**config.mk**
```make
export PLATFORM = sky130hd
export DESIGN_NAME = tmp_i2c_responder
export DESIGN_NICKNAME = d
export VERILOG_FILES = /design/src/rtl/tmp_i2c_pkg.sv /design/src/rtl/i2c_line_cond.sv /design/src/rtl/tmp_i2c_responder.sv
export SDC_FILE = /design/constraint.sdc
export NUM_CORES = 1
export LEC_CHECK = 0
export CAP_MARGIN = 5
export CORE_MARGIN = 1.5
export CORE_UTILIZATION = 35
export DETAILED_ROUTE_END_ITERATION = 8
export HOLD_SLACK_MARGIN = 0.12
export PLACE_DENSITY = 0.59
export SKIP_CTS_REPAIR_TIMING = 1
export SLEW_MARGIN = 5
export SYNTH_ARGS = -nofsm -noshare
export SYNTH_HDL_FRONTEND = slang
export SYNTH_HIERARCHICAL = 1
export SYNTH_SLANG_ARGS = --single-unit
```
**constraint.sdc**
```tcl
create_clock -name CLK100MHZ -period 2.15 [get_ports CLK100MHZ]
set_input_delay 0.5375 -clock CLK100MHZ [delete_from_list [all_inputs] [get_ports CLK100MHZ]]
set_output_delay 0.5375 -clock CLK100MHZ [all_outputs]
set_load 0.05 [all_outputs]
```
**src/rtl/tmp_i2c_pkg.sv**
```systemverilog
// Shared definitions for the TMP sensor I2C responder: FSM encodings, register map and helpers.
// Register reads are purely combinational from pointer, temperature snapshot and config.
package tmp_i2c_pkg;

  typedef logic [3:0] state_t;

  localparam state_t ST_IDLE      = 4'd0;
  localparam state_t ST_ADDR      = 4'd1;
  localparam state_t ST_ADDR_ACK  = 4'd2;
  localparam state_t ST_PTR       = 4'd3;
  localparam state_t ST_PTR_ACK   = 4'd4;
  localparam state_t ST_WDATA     = 4'd5;
  localparam state_t ST_WDATA_ACK = 4'd6;
  localparam state_t ST_RDATA     = 4'd7;
  localparam state_t ST_RDATA_ACK = 4'd8;

  localparam logic [7:0] REG_TEMP_MSB = 8'h00;
  localparam logic [7:0] REG_TEMP_LSB = 8'h01;
  localparam logic [7:0] REG_CFG      = 8'h03;
  localparam logic [7:0] REG_ID       = 8'h0B;
  localparam logic [7:0] ID_VALUE     = 8'hCB;

  function automatic logic maj3(input logic a, input logic b, input logic c);
    return (a & b) | (a & c) | (b & c);
  endfunction

  function automatic logic [7:0] reg_read(input logic [7:0] ptr, input logic [15:0] hold,
                                          input logic [7:0] cfg);
    case (ptr)
      REG_TEMP_MSB: return hold[15:8];
      REG_TEMP_LSB: return hold[7:0];
      REG_CFG:      return cfg;
      REG_ID:       return ID_VALUE;
      default:      return 8'h00;
    endcase
  endfunction

endpackage

```
**src/rtl/i2c_line_cond.sv**
```systemverilog
// SCL/SDA conditioner: synchronizer, optional 3-sample majority filter (TMP_RESP_GLITCH_FILTER_EN),
// and SCL edge / START / STOP detection. Detect pulses are one system clock wide.
module i2c_line_cond
  import tmp_i2c_pkg::*;
#(
  parameter int SYNC_STAGES = 2
) (
  input  logic clk_i,
  input  logic rst_n_i,
  input  logic scl_i,
  input  logic sda_i,
  output logic sda_o,
  output logic scl_rise_o,
  output logic scl_fall_o,
  output logic start_o,
  output logic stop_o
);

  logic [SYNC_STAGES-1:0] scl_sync_q, sda_sync_q;
  logic scl_s, sda_s, scl_c, sda_c, scl_p_q, sda_p_q;

  // Synchronizers reset to the idle-bus level so release of reset never looks like an edge pair.
  always_ff @(posedge clk_i or negedge rst_n_i) begin
    if (!rst_n_i) begin
      scl_sync_q <= '1;
      sda_sync_q <= '1;
    end else begin
      scl_sync_q <= {scl_sync_q[SYNC_STAGES-2:0], scl_i};
      sda_sync_q <= {sda_sync_q[SYNC_STAGES-2:0], sda_i};
    end
  end

  assign scl_s = scl_sync_q[SYNC_STAGES-1];
  assign sda_s = sda_sync_q[SYNC_STAGES-1];

`ifdef TMP_RESP_GLITCH_FILTER_EN
  logic [1:0] scl_h_q, sda_h_q;
  logic       scl_f_q, sda_f_q;

  always_ff @(posedge clk_i or negedge rst_n_i) begin
    if (!rst_n_i) begin
      scl_h_q <= 2'b11;
      sda_h_q <= 2'b11;
      scl_f_q <= 1'b1;
      sda_f_q <= 1'b1;
    end else begin
      scl_h_q <= {scl_h_q[0], scl_s};
      sda_h_q <= {sda_h_q[0], sda_s};
      scl_f_q <= maj3(scl_s, scl_h_q[0], scl_h_q[1]);
      sda_f_q <= maj3(sda_s, sda_h_q[0], sda_h_q[1]);
    end
  end

  assign scl_c = scl_f_q;
  assign sda_c = sda_f_q;
`else
  assign scl_c = scl_s;
  assign sda_c = sda_s;
`endif

  always_ff @(posedge clk_i or negedge rst_n_i) begin
    if (!rst_n_i) begin
      scl_p_q <= 1'b1;
      sda_p_q <= 1'b1;
    end else begin
      scl_p_q <= scl_c;
      sda_p_q <= sda_c;
    end
  end

  assign sda_o      = sda_c;
  assign scl_rise_o = scl_c & ~scl_p_q;
  assign scl_fall_o = ~scl_c & scl_p_q;
  assign start_o    = scl_c & scl_p_q & sda_p_q & ~sda_c;
  assign stop_o     = scl_c & scl_p_q & ~sda_p_q & sda_c;

endmodule

```
**src/rtl/tmp_i2c_responder.sv**
```systemverilog
// I2C target emulating the TMP temperature sensor: pointer/config writes, snapshot-coherent reads.
// Optional glitch filter via TMP_RESP_GLITCH_FILTER_EN; no clock stretching, SDA driven open-drain.
module tmp_i2c_responder
  import tmp_i2c_pkg::*;
#(
  parameter logic [6:0] I2C_ADDR    = 7'h4B,
  parameter int         SYNC_STAGES = 2
) (
  input  logic        CLK100MHZ,
  input  logic        reset_n,
  input  logic        scl_i,
  input  logic        sda_i,
  output logic        sda_oe,
  input  logic [15:0] temp_in,
  output logic [7:0]  cfg_reg,
  output logic        busy,
  output logic        addr_hit
);

  logic sda_s, scl_rise, scl_fall, start, stop;

  i2c_line_cond #(.SYNC_STAGES(SYNC_STAGES)) u_line_cond (
    .clk_i      (CLK100MHZ),
    .rst_n_i    (reset_n),
    .scl_i      (scl_i),
    .sda_i      (sda_i),
    .sda_o      (sda_s),
    .scl_rise_o (scl_rise),
    .scl_fall_o (scl_fall),
    .start_o    (start),
    .stop_o     (stop)
  );

  state_t      state_q, state_d;
  logic [3:0]  cnt_q, cnt_d;
  logic [6:0]  sh_q, sh_d;
  logic [7:0]  ptr_q, ptr_d, cfg_q, cfg_d, tx_q, tx_d;
  logic [15:0] hold_q, hold_d;
  logic        oe_q, oe_d, ack_q, ack_d, rw_q, rw_d, busy_q, busy_d;
  logic [7:0]  rx_byte, rd_byte;

  assign rx_byte = {sh_q, sda_s};
  assign rd_byte = reg_read(ptr_q, hold_q, cfg_q);

  // ack_q marks the second half of an ACK slot (target driving) or a master ACK seen in RDATA_ACK.
  always_comb begin
    state_d = state_q;
    cnt_d   = cnt_q;
    sh_d    = sh_q;
    ptr_d   = ptr_q;
    hold_d  = hold_q;
    cfg_d   = cfg_q;
    tx_d    = tx_q;
    oe_d    = oe_q;
    ack_d   = ack_q;
    rw_d    = rw_q;
    busy_d  = busy_q;
    if (stop) begin
      state_d = ST_IDLE;
      oe_d    = 1'b0;
      ack_d   = 1'b0;
      busy_d  = 1'b0;
    end else if (start) begin
      state_d = ST_ADDR;
      cnt_d   = 4'd0;
      ack_d   = 1'b0;
      busy_d  = 1'b1;
    end else begin
      case (state_q)
        ST_ADDR, ST_PTR, ST_WDATA: begin
          if (scl_rise) begin
            sh_d  = rx_byte[6:0];
            cnt_d = cnt_q + 4'd1;
            if (cnt_q == 4'd7) begin
              cnt_d = 4'd0;
              ack_d = 1'b0;
              if (state_q == ST_ADDR) begin
                if (rx_byte[7:1] == I2C_ADDR) begin
                  state_d = ST_ADDR_ACK;
                  rw_d    = rx_byte[0];
                  if (rx_byte[0]) hold_d = temp_in;
                end else begin
                  state_d = ST_IDLE;
                end
              end else if (state_q == ST_PTR) begin
                ptr_d   = rx_byte;
                state_d = ST_PTR_ACK;
              end else begin
                if (ptr_q == REG_CFG) cfg_d = rx_byte;
                ptr_d   = ptr_q + 8'd1;
                state_d = ST_WDATA_ACK;
              end
            end
          end
        end
        ST_ADDR_ACK, ST_PTR_ACK, ST_WDATA_ACK: begin
          if (scl_fall) begin
            if (!ack_q) begin
              oe_d  = 1'b1;
              ack_d = 1'b1;
            end else begin
              ack_d = 1'b0;
              cnt_d = 4'd0;
              oe_d  = 1'b0;
              if (state_q == ST_ADDR_ACK && rw_q) begin
                state_d = ST_RDATA;
                oe_d    = ~rd_byte[7];
                tx_d    = {rd_byte[6:0], 1'b0};
              end else if (state_q == ST_ADDR_ACK) begin
                state_d = ST_PTR;
              end else begin
                state_d = ST_WDATA;
              end
            end
          end
        end
        ST_RDATA: begin
          if (scl_rise) begin
            cnt_d = cnt_q + 4'd1;
          end else if (scl_fall) begin
            if (cnt_q == 4'd8) begin
              oe_d    = 1'b0;
              ack_d   = 1'b0;
              state_d = ST_RDATA_ACK;
            end else begin
              oe_d = ~tx_q[7];
              tx_d = {tx_q[6:0], 1'b0};
            end
          end
        end
        ST_RDATA_ACK: begin
          if (scl_rise) begin
            if (!sda_s) begin
              ptr_d = ptr_q + 8'd1;
              ack_d = 1'b1;
            end else begin
              state_d = ST_IDLE;
            end
          end else if (scl_fall && ack_q) begin
            ack_d   = 1'b0;
            cnt_d   = 4'd0;
            state_d = ST_RDATA;
            oe_d    = ~rd_byte[7];
            tx_d    = {rd_byte[6:0], 1'b0};
          end
        end
        default: ;
      endcase
    end
  end

  always_ff @(posedge CLK100MHZ or negedge reset_n) begin
    if (!reset_n) begin
      state_q <= ST_IDLE;
      cnt_q   <= 4'd0;
      sh_q    <= 7'd0;
      ptr_q   <= 8'h00;
      hold_q  <= 16'h0000;
      cfg_q   <= 8'h00;
      tx_q    <= 8'h00;
      oe_q    <= 1'b0;
      ack_q   <= 1'b0;
      rw_q    <= 1'b0;
      busy_q  <= 1'b0;
    end else begin
      state_q <= state_d;
      cnt_q   <= cnt_d;
      sh_q    <= sh_d;
      ptr_q   <= ptr_d;
      hold_q  <= hold_d;
      cfg_q   <= cfg_d;
      tx_q    <= tx_d;
      oe_q    <= oe_d;
      ack_q   <= ack_d;
      rw_q    <= rw_d;
      busy_q  <= busy_d;
    end
  end

  assign sda_oe   = oe_q;
  assign cfg_reg  = cfg_q;
  assign busy     = busy_q;
  assign addr_hit = (state_q == ST_ADDR) && scl_rise && (cnt_q == 4'd7) &&
                    (rx_byte[7:1] == I2C_ADDR);

endmodule

```
# After elaboration in Yosys (flattened, before gate mapping)
# Index checks and enable logic that the tools add are counted.
# op_classes
add_sub_neg	2
eq_ne	49
n_mux	70
n_bitwise	17
n_reduce_logical	24
# op_table
cell	count
$mux W8	14
$mux W4	21
$ne A3 B3 Y1 const B	11
$pmux W4 S4	2
$pmux W8 S4	1
$reduce_and A8 Y1	4
$ne A4 B4 Y1 const B	7
$ne A2 B2 Y1 const B	13
$mux W1	24
$pmux W8 S3	1
$eq A4 B3 Y1 const B	5
$pmux W8 S2	1
$reduce_and A7 Y1	2
$reduce_and A11 Y1	1
$ne A5 B5 Y1 const B	2
$not A1 Y1	10
$reduce_and A10 Y1	1
$reduce_and A9 Y1	1
$add A8 B1 Y8 const B	1
$eq A4 B2 Y1 const B	2
$eq A4 B4 Y1 const B	2
$eq A8 B1 Y1 const B	1
$eq A8 B2 Y1 const B	1
$eq A8 B4 Y1 const B	1
other kinds (19)	33
# totals
register_bits	65
output_inout_bits	11

# Longest topological paths before layout
# Gate-level depths: netlist (run 1).
# logic_depth
ltp_word	9
mapped_depth	9

# Cells and area by module
# The synthesis (run 1) kept the hierarchy.
# by_module_without_submodules
module	n_inst	cells_per_inst	area_per_inst_um2	seq_area_each_um2
tmp_i2c_responder	1	333	3293.2	1451.4
i2c_line_cond	1	10	190.2	157.7

# Worst setup path after synthesis (run 1)
# OpenSTA, ideal clock, no wires.
# synth_timing
kind	flip-flop to output port
startpoint	register u_line_cond.scl_sync_q[1]
endpoint	output addr_hit
arrival_ps	2727
t_required_ps	1612
path_slack_ps	-1115
path_stages_with_launch	5
path_cell_list	dfstp_2 > nor2b_1 > buf_2 > inv_1 > nor4_1
# synth_via
elab_chain_len	4
# synth_rtl
item	line	text
start, declared	i2c_line_cond.sv:19	logic [SYNC_STAGES-1:0] scl_sync_q, sda_sync_q;
start signal, assigned	i2c_line_cond.sv:28	scl_sync_q <= {scl_sync_q[SYNC_STAGES-2:0], scl_i};
$and A1 B1 Y1	i2c_line_cond.sv:72	assign scl_rise_o = scl_c & ~scl_p_q;
net scl_rise	tmp_i2c_responder.sv:20	logic sda_s, scl_rise, scl_fall, start, stop;
$logic_and A1 B1 Y1 (3 in series)	tmp_i2c_responder.sv:183	assign addr_hit = (state_q == ST_ADDR) && scl_rise && (cnt_q == 4'd7) &&
end, declared	tmp_i2c_responder.sv:17	output logic addr_hit
# The timed path passes the listed nets, and every way through them passes these cells.

# Worst setup path after layout (run 1)
# layout_timing
startpoint	register sh_q[4]
endpoint	output addr_hit
# layout_via
elab_chain_len	2
# layout_rtl
item	line	text
start, declared	tmp_i2c_responder.sv:36	logic [6:0] sh_q, sh_d;
start signal, assigned	tmp_i2c_responder.sv:156	sh_q <= 7'd0;
start signal, assigned	tmp_i2c_responder.sv:168	sh_q <= sh_d;
$eq A7 B7 Y1	tmp_i2c_responder.sv:184	(rx_byte[7:1] == I2C_ADDR);
$logic_and A1 B1 Y1	tmp_i2c_responder.sv:183	
# No other way between the ends.

==> flow_summary.json, run 1 <==
{
  "worstSkewPairLatency_ps": 350,
  "vias": 2939,
  "finalSetupViolCount": 1,
  "yosysSeqAreaShare_pct": 46.19,
  "clockBufferDepth": 2,
  "p_leak_nw": 2.093,
  "hold_viol_final": 0,
  "rows": 36,
  "drt_first_pass_iters": 5,
  "period_needed_ps": 2374,
  "port_buffers": 30,
  "max_cap_viol_count": 0,
  "worst-slew-pin-transition_ps": 539.9,
  "drive_gt1_share_pct": 31.52,
  "initialDrtViolationCount": 178,
  "power.total_mw": 4.373,
  "die-area_um2": 10560,
  "max_freq_mhz": 421.2,
  "drt.antenna.violating_nets": 0,
  "fin_ws_ps": -224.4,
  "cp.required_ps": 1610,
  "fin_nets": 442,
  "ctsHtreeMaxLevel": 3,
  "grt_max_degree": 65,
  "vias_per_cell": 5.295,
  "switchingPower_mw": 1.551,
  "place_congestion": 0.8776,
  "p_int_mw": 2.822,
  "ys_warn_count": 6,
  "synth_area_per_cell_um2": 10.16,
  "clock-sinks": 64,
  "slew_headroom_pct": 64.01,
  "status": "finished with violations",
  "n_antenna_cell": 0,
  "clock_skew_ps": 8.191,
  "numCtsBuffers": 9,
  "overflow": 0,
  "synth-seq-cells": 64,
  "largest_reg_flops": 16,
  "ir_drop_mv": 0.4133,
  "async_flop_share_pct": 100.0,
  "syn_nets": 368,
  "drv_slew": 0,
  "critPathCaptureType": "primary output",
  "wirelength_mm": 9.044,
  "hold_path.class": "input pin to asynchronous set/reset pin",
  "synth_flop_cell": "dfrtp_1",
  "die-height_um": 102.8,
  "dp_hpwl_mm": 6.390,
  "violations": "setup timing",
  "drcViolationCount": 0,
  "synth_edf_count": 0,
  "core_area_um2": 9729,
  "crit_fanout": 2,
  "syn_area_um2": 3483,
  "switching_share_pct": 35.46,
  "area_delta_synth_final_pct": 32.58,
  "path_clk_slew_ps": 70,
  "fin_crit_sh_pct": 110.4,
  "wl_per_cell_um": 16.30,
  "ios": 31,
  "cts_tree": "built",
  "rsz0062_at_grt": "yes",
  "grt_use_total_pct": 18.58,
  "combPwrFrac_pct": 37.1,
  "start_kind": "register",
  "cp_data_arrival_time_ps": 1840,
  "power_frac_seq_pct": 34.9,
  "ys_types": 63,
  "syn_inst": 343,
  "grt_pass1_vias": 2906,
  "setup_tns_ps": -224.4,
  "critPathKind": "register to primary output",
  "grt_pass1_wl_mm": 14.84,
  "die_w_um": 102.8,
  "cts_root_buf": "clkbuf_8",
  "power_density_nw_per_um2": 946.8,
  "start_util_pct": 35.80,
  "whs_ps": 186.0,
  "grt_antenna_before_repair": 0,
  "clock_power_share_pct": 28.0
}
[power by group through the flow]
stage / sequential [mW] / clock (mW) / combinational, mW
floorplan: 1.51 / 0 / 0.953
global placement: 1.52 / 0 / 1.55
detailed placement: 1.53 / 0 / 1.55
CTS: 1.51 / 1.25 / 1.56
global route: 1.55 / 1.31 / 1.78
finish: 1.53 / 1.23 / 1.62
[cell usage in the layout, fill, tap and decap left out, types with 3 or more instances in the layout]
cell type         n
a22oi_1           5
nand2_2           3
o21ai_0          28
and3_1            3
a2bb2oi_1         3
dfstp_2           6
mux2_1            3
o22a_1            3
mux2_2           25
nor3_1            6
ha_1              4
a21oi_1          17
mux2i_1           6
clkdlybuf4s50_1  26
dfrtp_1          54
a222oi_1          3
buf_4            45
clkbuf_8         11
nand2_1          49
buf_12            4
nor2_1           16
dfrtp_2           4
o22ai_1           4
nand3_1           6
inv_1            15
[kinds of logic (layout without fill, tap and decap cells)]
kind of cell,Yosys count,in the layout,synth area share (%)
DFF,64,64,46.19
and+or+nand+nor,116,116,17.64
buffers and inverters,33,112,4.777
AOI/OAI and AO/OA,89,89,18.21
muxes,35,35,11.10
adders and majority gates,6,6,2.083
[per-stage QoR]
step | cell area (um2) | utilization [%] | setup WS, ps | cells
floorplan | 3523 | - | -16.21 | 343
global placement | 4250 | 43.69 | -203.9 | 531
detailed placement | 4250 | 43.69 | -152.1 | 531
CTS | 4488 | 46.13 | -544.8 | 547
global route | 4618 | 47.47 | -354.7 | 555
finish | 4618 | 47.47 | -224.4 | 555
[worst paths after layout]
check,from,end,slack [ps],cells past startpoint
setup / recovery,sh_q[4],addr_hit,-220,5
hold / removal,reset_n,busy,190,2
setup reg to reg,sh_q[4],hold_q[13],30,7
hold reg to reg,u_line_cond/scl_sync_q[0],u_line_cond/scl_sync_q[1],360,0
max in group asynchronous,reset_n,u_line_cond/sda_sync_q[0],1640,2
min in group CLK100MHZ,u_line_cond/scl_sync_q[0],u_line_cond/scl_sync_q[1],360,0
[final cells by class]
cell class | instances | area [um2]
fillers | 912 | 5111
multi-input cells | 246 | 1807
flip-flops and latches | 64 | 1614
repair buffers | 80 | 730.7
well taps | 133 | 166.4
clock buffers | 11 | 151.4
clock inverters | 5 | 86.33
inverters | 16 | 62.56
[layer usage]
layer / wire length, um / up-vias / track usage (%)
li1: - / 1390 / -
met1: 3998 / 1452 / 24.77
met2: 4420 / 87 / 29.70
met3: 490 / 10 / 4.949
met4: 135 / 0 / 5.717
met5: 0 / - / 0
[cells in the mapped netlist (all sizes together) (2+ instances only)]
cell     instances  area share, %
a211oi           2           0.43
a21o             2           0.43
a21oi           18            2.6
a222oi           3           0.86
a22o             2           0.50
a22oi            5            1.1
a2bb2oi          3           0.75
a31oi            2           0.36
and3             5           0.90
and4b            3           0.86
buf             11            2.3
clkbuf           6           0.65
dfrtp           58             42
dfstp            6            4.5
ha               5            1.8
inv             16            1.8
mux2            29            9.4
mux2i            6            1.7
nand2           52            5.7
nand2b           2           0.36
nand3            6           0.86
nand3b           2           0.43
nand4            3           0.97
nor2            19            2.1
nor2b            3           0.54
nor3             7            1.0
nor3b            3           0.65
nor4             2           0.79
nor4b            2           0.93
o2111a           2           0.65
o21ai           30            4.3
o22a             3           0.75
o22ai            5            1.1
or3              2           0.36
or4              2           0.54
[worst max-delay path: stages (launching register included)]
cell	delay [ps]
dfrtp_1	410
nor4b_4	320
nand4_1	190
buf_4	190
nor4_4	200
buf_12	180
Power figures use the tool's default switching activity.
==> run 2: changes to the inputs <==
--- a/config.mk
+++ b/config.mk
@@ -6,7 +6,6 @@
 export NUM_CORES = 1
 export LEC_CHECK = 0
 export CAP_MARGIN = 5
-export CORE_MARGIN = 1.5
 export CORE_UTILIZATION = 35
 export DETAILED_ROUTE_END_ITERATION = 8
 export HOLD_SLACK_MARGIN = 0.12
==> flow_summary.json, run 2 (synthesized netlist as in run 1, its figures left out) <==
{
  "ir_drop_mv": 0.4117,
  "reg2reg_setup_slack_ps": 20,
  "drive_gt1_share_pct": 29.90,
  "drt.antenna.violating_nets": 0,
  "worstPathCellList": "nor4b_4 > nand4_1 > buf_4 > nor4_4 > buf_12",
  "fin_area_um2": 4614,
  "final_common_cell": "dfrtp_1",
  "die-height_um": 101.8,
  "clock_skew_ps": 7.623,
  "fin_ws_ps": -307.6,
  "cp.required_ps": 1610,
  "wl_per_cell_um": 16.17,
  "overflow": 0,
  "die-area_um2": 10360,
  "place_congestion": 0.8780,
  "grt_antenna_before_repair": 0,
  "critical_path.max_stage_delay_ps": 410,
  "grt_pass1_vias": 2882,
  "drv_slew": 0,
  "slew_headroom_pct": 65.78,
  "start_util_pct": 35.80,
  "fillers": 943,
  "critPathKind": "register to primary output",
  "grt_pass1_wl_mm": 14.35,
  "numCtsBuffers": 9,
  "layout_common_cells": "dfrtp_1, nand2_1, buf_4",
  "rows": 36,
  "worstSkewPairLatency_ps": 340,
  "dp_hpwl_mm": 6.426,
  "wirelength_mm": 8.911,
  "vias": 2922,
  "r2r_cells": 7,
  "clock-sinks": 64,
  "crit_fanout": 2,
  "cp_slowest_cell": "dfrtp_1",
  "rsz0062_at_grt": "yes",
  "path_clk_slew_ps": 70,
  "area_delta_synth_final_pct": 32.47,
  "r2r-end": "hold_q[4]",
  "r2r_start": "sh_q[4]",
  "cts_root_buf": "clkbuf_8",
  "n_antenna_cell": 0,
  "postPlaceCellArea_um2": 4203,
  "power_density_nw_per_um2": 920.5,
  "status": "finished with violations",
  "vias_per_cell": 5.303,
  "ctsHtreeMaxLevel": 3,
  "drt_first_pass_iters": 5,
  "start_kind": "register",
  "cts_tree": "built",
  "cp_data_arrival_time_ps": 1920,
  "critPathCaptureType": "primary output",
  "drcViolationCount": 0,
  "finalSetupViolCount": 1,
  "grt_max_degree": 65,
  "port_buffers": 30,
  "hold_viol_final": 0,
  "max_freq_mhz": 406.9,
  "largest_reg_flops": 16,
  "grt_use_total_pct": 18.49,
  "violations": "setup timing",
  "initialDrtViolationCount": 142,
  "ios": 31,
  "max_cap_viol_count": 0,
  "worst-slew-pin-transition_ps": 512.4,
  "fin_nets": 438,
  "die_w_um": 101.8,
  "fin_crit_sh_pct": 114.3,
  "period_needed_ps": 2458,
  "power.total_mw": 4.248,
  "p_leak_nw": 2.087,
  "clockBufferDepth": 2,
  "fin_util_pct": 47.43,
  "hold_path.class": "input pin to asynchronous set/reset pin",
  "core_area_um2": 9729
}
-- run 2: changes by cell type in the layout (fill, tap and decap cells not counted), sizes merged --
cell / change
buf: -4
clkinv: +3
inv: -2
clkbuf: -1
-- run 2: cell type report --
cell class,count,area [um2],area share (%)
clock buffer,10,127.6,2.766
clock inverter,6,83.83,1.817
inverter,16,62.56,1.356
multi-input combinational,246,1881,40.75
sequential,64,1613,34.95
tap,133,166.4,3.606
timing repair buffer,76,680.7,14.75
-- run 2: worst max-delay path by stage --
stage | start | endpoint | cells past startpoint | slack [ps]
after global placement | state_q[1] | addr_hit | 5 | -240
after global routing | sh_q[4] | addr_hit | 5 | -370
after CTS | state_q[1] | addr_hit | 5 | -560
after floorplan | u_line_cond/sda_sync_q[1] | hold_q[10] | 8 | -20
final | sh_q[4] | addr_hit | 5 | -310
after detailed placement | state_q[1] | addr_hit | 5 | -180
-- run 2: through the flow --
| step | setup TNS (ps) | setup slack (ps) | hold slack [ps] | std cells |
|---|---|---|---|---|
| 5_1_grt | -973.5 | -372.8 | 216.0 | 551 |
| 4_1_cts | -2659 | -562.1 | 207.7 | 544 |
| 3_3_place_gp | -2113 | -236.0 | 347.3 | 528 |
| 2_1_floorplan | -145.9 | -16.21 | 241.9 | 343 |
| 3_5_place_dp | -1948 | -175.0 | 346.8 | 528 |
| 6_report | -307.6 | -307.6 | 195.3 | 551 |
-- run 2: where the power goes --
| part | internal (mW) | total, mW | switching [mW] |
|---|---|---|---|
| Sequential | 1.35 | 1.53 | 0.180 |
| Combinational | 0.717 | 1.60 | 0.883 |
| Clock | 0.649 | 1.12 | 0.468 |
-- run 2: critical path: cells and delay by family (launching register included) --
kind	cells	cell delay [ps]
AND/OR/NAND/NOR	3	810
flip-flops	1	410
buffers and inverters	2	370
-- run 2: routing by layer --
metal  part of all wire [%]  vias up  wire length, um  track usage [%]
li1                       -     1389                -                -
met1                     44     1438             3962            23.94
met2                     49       80             4367            30.15
met3                    4.5       15              404            4.141
met4                    2.0        0              177            7.023
met5                      0        -                0                0
==> run 3: changes to the inputs <==
--- a/config.mk
+++ b/config.mk
@@ -6,10 +6,11 @@
 export NUM_CORES = 1
 export LEC_CHECK = 0
 export CAP_MARGIN = 5
-export CORE_UTILIZATION = 35
+export CORE_UTILIZATION = 30
 export DETAILED_ROUTE_END_ITERATION = 8
 export HOLD_SLACK_MARGIN = 0.12
-export PLACE_DENSITY = 0.59
+export PLACE_DENSITY = 0.53
+export REMOVE_ABC_BUFFERS = 1
 export SKIP_CTS_REPAIR_TIMING = 1
 export SLEW_MARGIN = 5
 export SYNTH_ARGS = -nofsm -noshare
==> flow_summary.json, run 3 (synthesized netlist as in run 1, its figures left out) <==
{
  "status": "finished with violations",
  "violations": "setup timing",
  "drt_first_pass_iters": 4,
  "fin_crit_sh_pct": 107.9,
  "die-area_um2": 12050,
  "fillers": 1062,
  "fin_ws_ps": -169.5,
  "path_clk_slew_ps": 60,
  "overflow": 0,
  "critPathCaptureType": "primary output",
  "p_leak_nw": 2.182,
  "vias_per_cell": 5.217,
  "vias": 3005,
  "worst-slew-pin-transition_ps": 517.4,
  "grt_pass1_wl_mm": 15.04,
  "max_cap_viol_count": 0,
  "drv_slew": 0,
  "die-height_um": 109.8,
  "ios": 31,
  "critPathKind": "register to primary output",
  "core_area_um2": 11080,
  "numCtsBuffers": 9,
  "whs_ps": 179.0,
  "ctsHtreeMaxLevel": 3,
  "grt_max_degree": 65,
  "clock-sinks": 64,
  "cts_tree": "built",
  "grt_use_total_pct": 16.72,
  "clockBufferDepth": 2,
  "start_util_pct": 31.44,
  "place_congestion": 0.8302,
  "hold_viol_final": 0,
  "dp_hpwl_mm": 6.603,
  "wirelength_mm": 9.508,
  "hold_path.class": "input pin to asynchronous set/reset pin",
  "drive_gt1_share_pct": 33.26,
  "fin_nets": 456,
  "area_delta_synth_final_pct": 39.33,
  "pre_cts_slack_ps": -16.81,
  "finalSetupViolCount": 1,
  "grt_antenna_before_repair": 0,
  "final_common_cell": "buf_4",
  "die_w_um": 109.8,
  "start_kind": "register",
  "drt.antenna.violating_nets": 0,
  "rsz0062_at_grt": "yes",
  "largest_reg_flops": 16,
  "port_buffers": 30,
  "crit_fanout": 7,
  "power_density_nw_per_um2": 970.9,
  "rows": 38,
  "grt_pass1_vias": 2982,
  "layout_common_cells": "buf_4, dfrtp_1, nand2_1",
  "slew_headroom_pct": 65.40,
  "initialDrtViolationCount": 135,
  "cts_root_buf": "clkbuf_16",
  "n_antenna_cell": 0,
  "period_needed_ps": 2320,
  "wl_per_cell_um": 16.51,
  "cp_data_arrival_time_ps": 1780,
  "fin_area_um2": 4853,
  "worstSkewPairLatency_ps": 330,
  "max_freq_mhz": 431.1,
  "ir_drop_mv": 0.4987,
  "cp.required_ps": 1610,
  "clock_skew_ps": 5.861,
  "postPlaceCellArea_um2": 4225,
  "drcViolationCount": 0
}
## run 3: changes by cell type in the layout (fill, tap and decap cells not counted), sizes merged
| cell | delta |
|---|---|
| buf | +17 |
| clkdlybuf4s50 | +2 |
| clkinv | -2 |
| clkinvlp | +2 |
| dlymetal6s2s | -2 |
| bufinv | -1 |
| clkbuf | +1 |
| inv | +1 |
## run 3: through the flow
| stage | util [%] | TNS [ps] | std cells | total power, mW |
|---|---|---|---|---|
| 2_1_floorplan | - | -13390 | 326 | 2.381 |
| 3_3_place_gp | 38.14 | -377.6 | 543 | 3.043 |
| 3_5_place_dp | 38.14 | -29.37 | 543 | 3.052 |
| 4_1_cts | 40.91 | -486.5 | 559 | 4.570 |
| 5_1_grt | 43.81 | -2065 | 576 | 4.970 |
| 6_report | 43.81 | -169.5 | 576 | 4.712 |
## run 3: area by class of cell
type	instances	area [um2]	share of cell area (%)
inverter	16	65.06	1.341
timing repair buffer	94	830.8	17.12
sequential	64	1613	33.23
clock inverter	6	67.56	1.392
clock buffer	10	239.0	4.924
tap	140	175.2	3.609
multi-input combinational	246	1863	38.39
## run 3: worst paths after layout
path,startpoint,end,slack [ps],depth (start not counted)
max,state_q[0],addr_hit,-170,6
min,reset_n,ack_q,180,2
max reg2reg,sh_q[4],hold_q[14],20,7
min reg2reg,u_line_cond/scl_sync_q[0],u_line_cond/scl_sync_q[1],360,0
max in group asynchronous,reset_n,u_line_cond/scl_sync_q[1],1590,2
min in group CLK100MHZ,u_line_cond/scl_sync_q[0],u_line_cond/scl_sync_q[1],360,0
## run 3: metal layers
metal	up-vias	global-route usage [%]	routed length, um
met5	-	0	0
met4	0	6.095	203
met3	21	3.794	371
met2	70	27.67	4448
met1	1494	21.27	4483
li1	1420	-	-
## run 3: power breakdown
part           total [mW]  internal, mW  switching [mW]  leakage, nW
combinational        1.70         0.791           0.905         1.18
sequential           1.53          1.35           0.173        0.853
clock                1.49         0.932           0.559        0.145
total                4.71          3.07            1.64         2.18
## run 3: critical path, stage by stage (launching register included)
cell and delay (ps):
dfrtp_2 430, inv_1 130, nor2_1 190, nand2_2 150, nor4_4 260, buf_4 160, buf_12 130
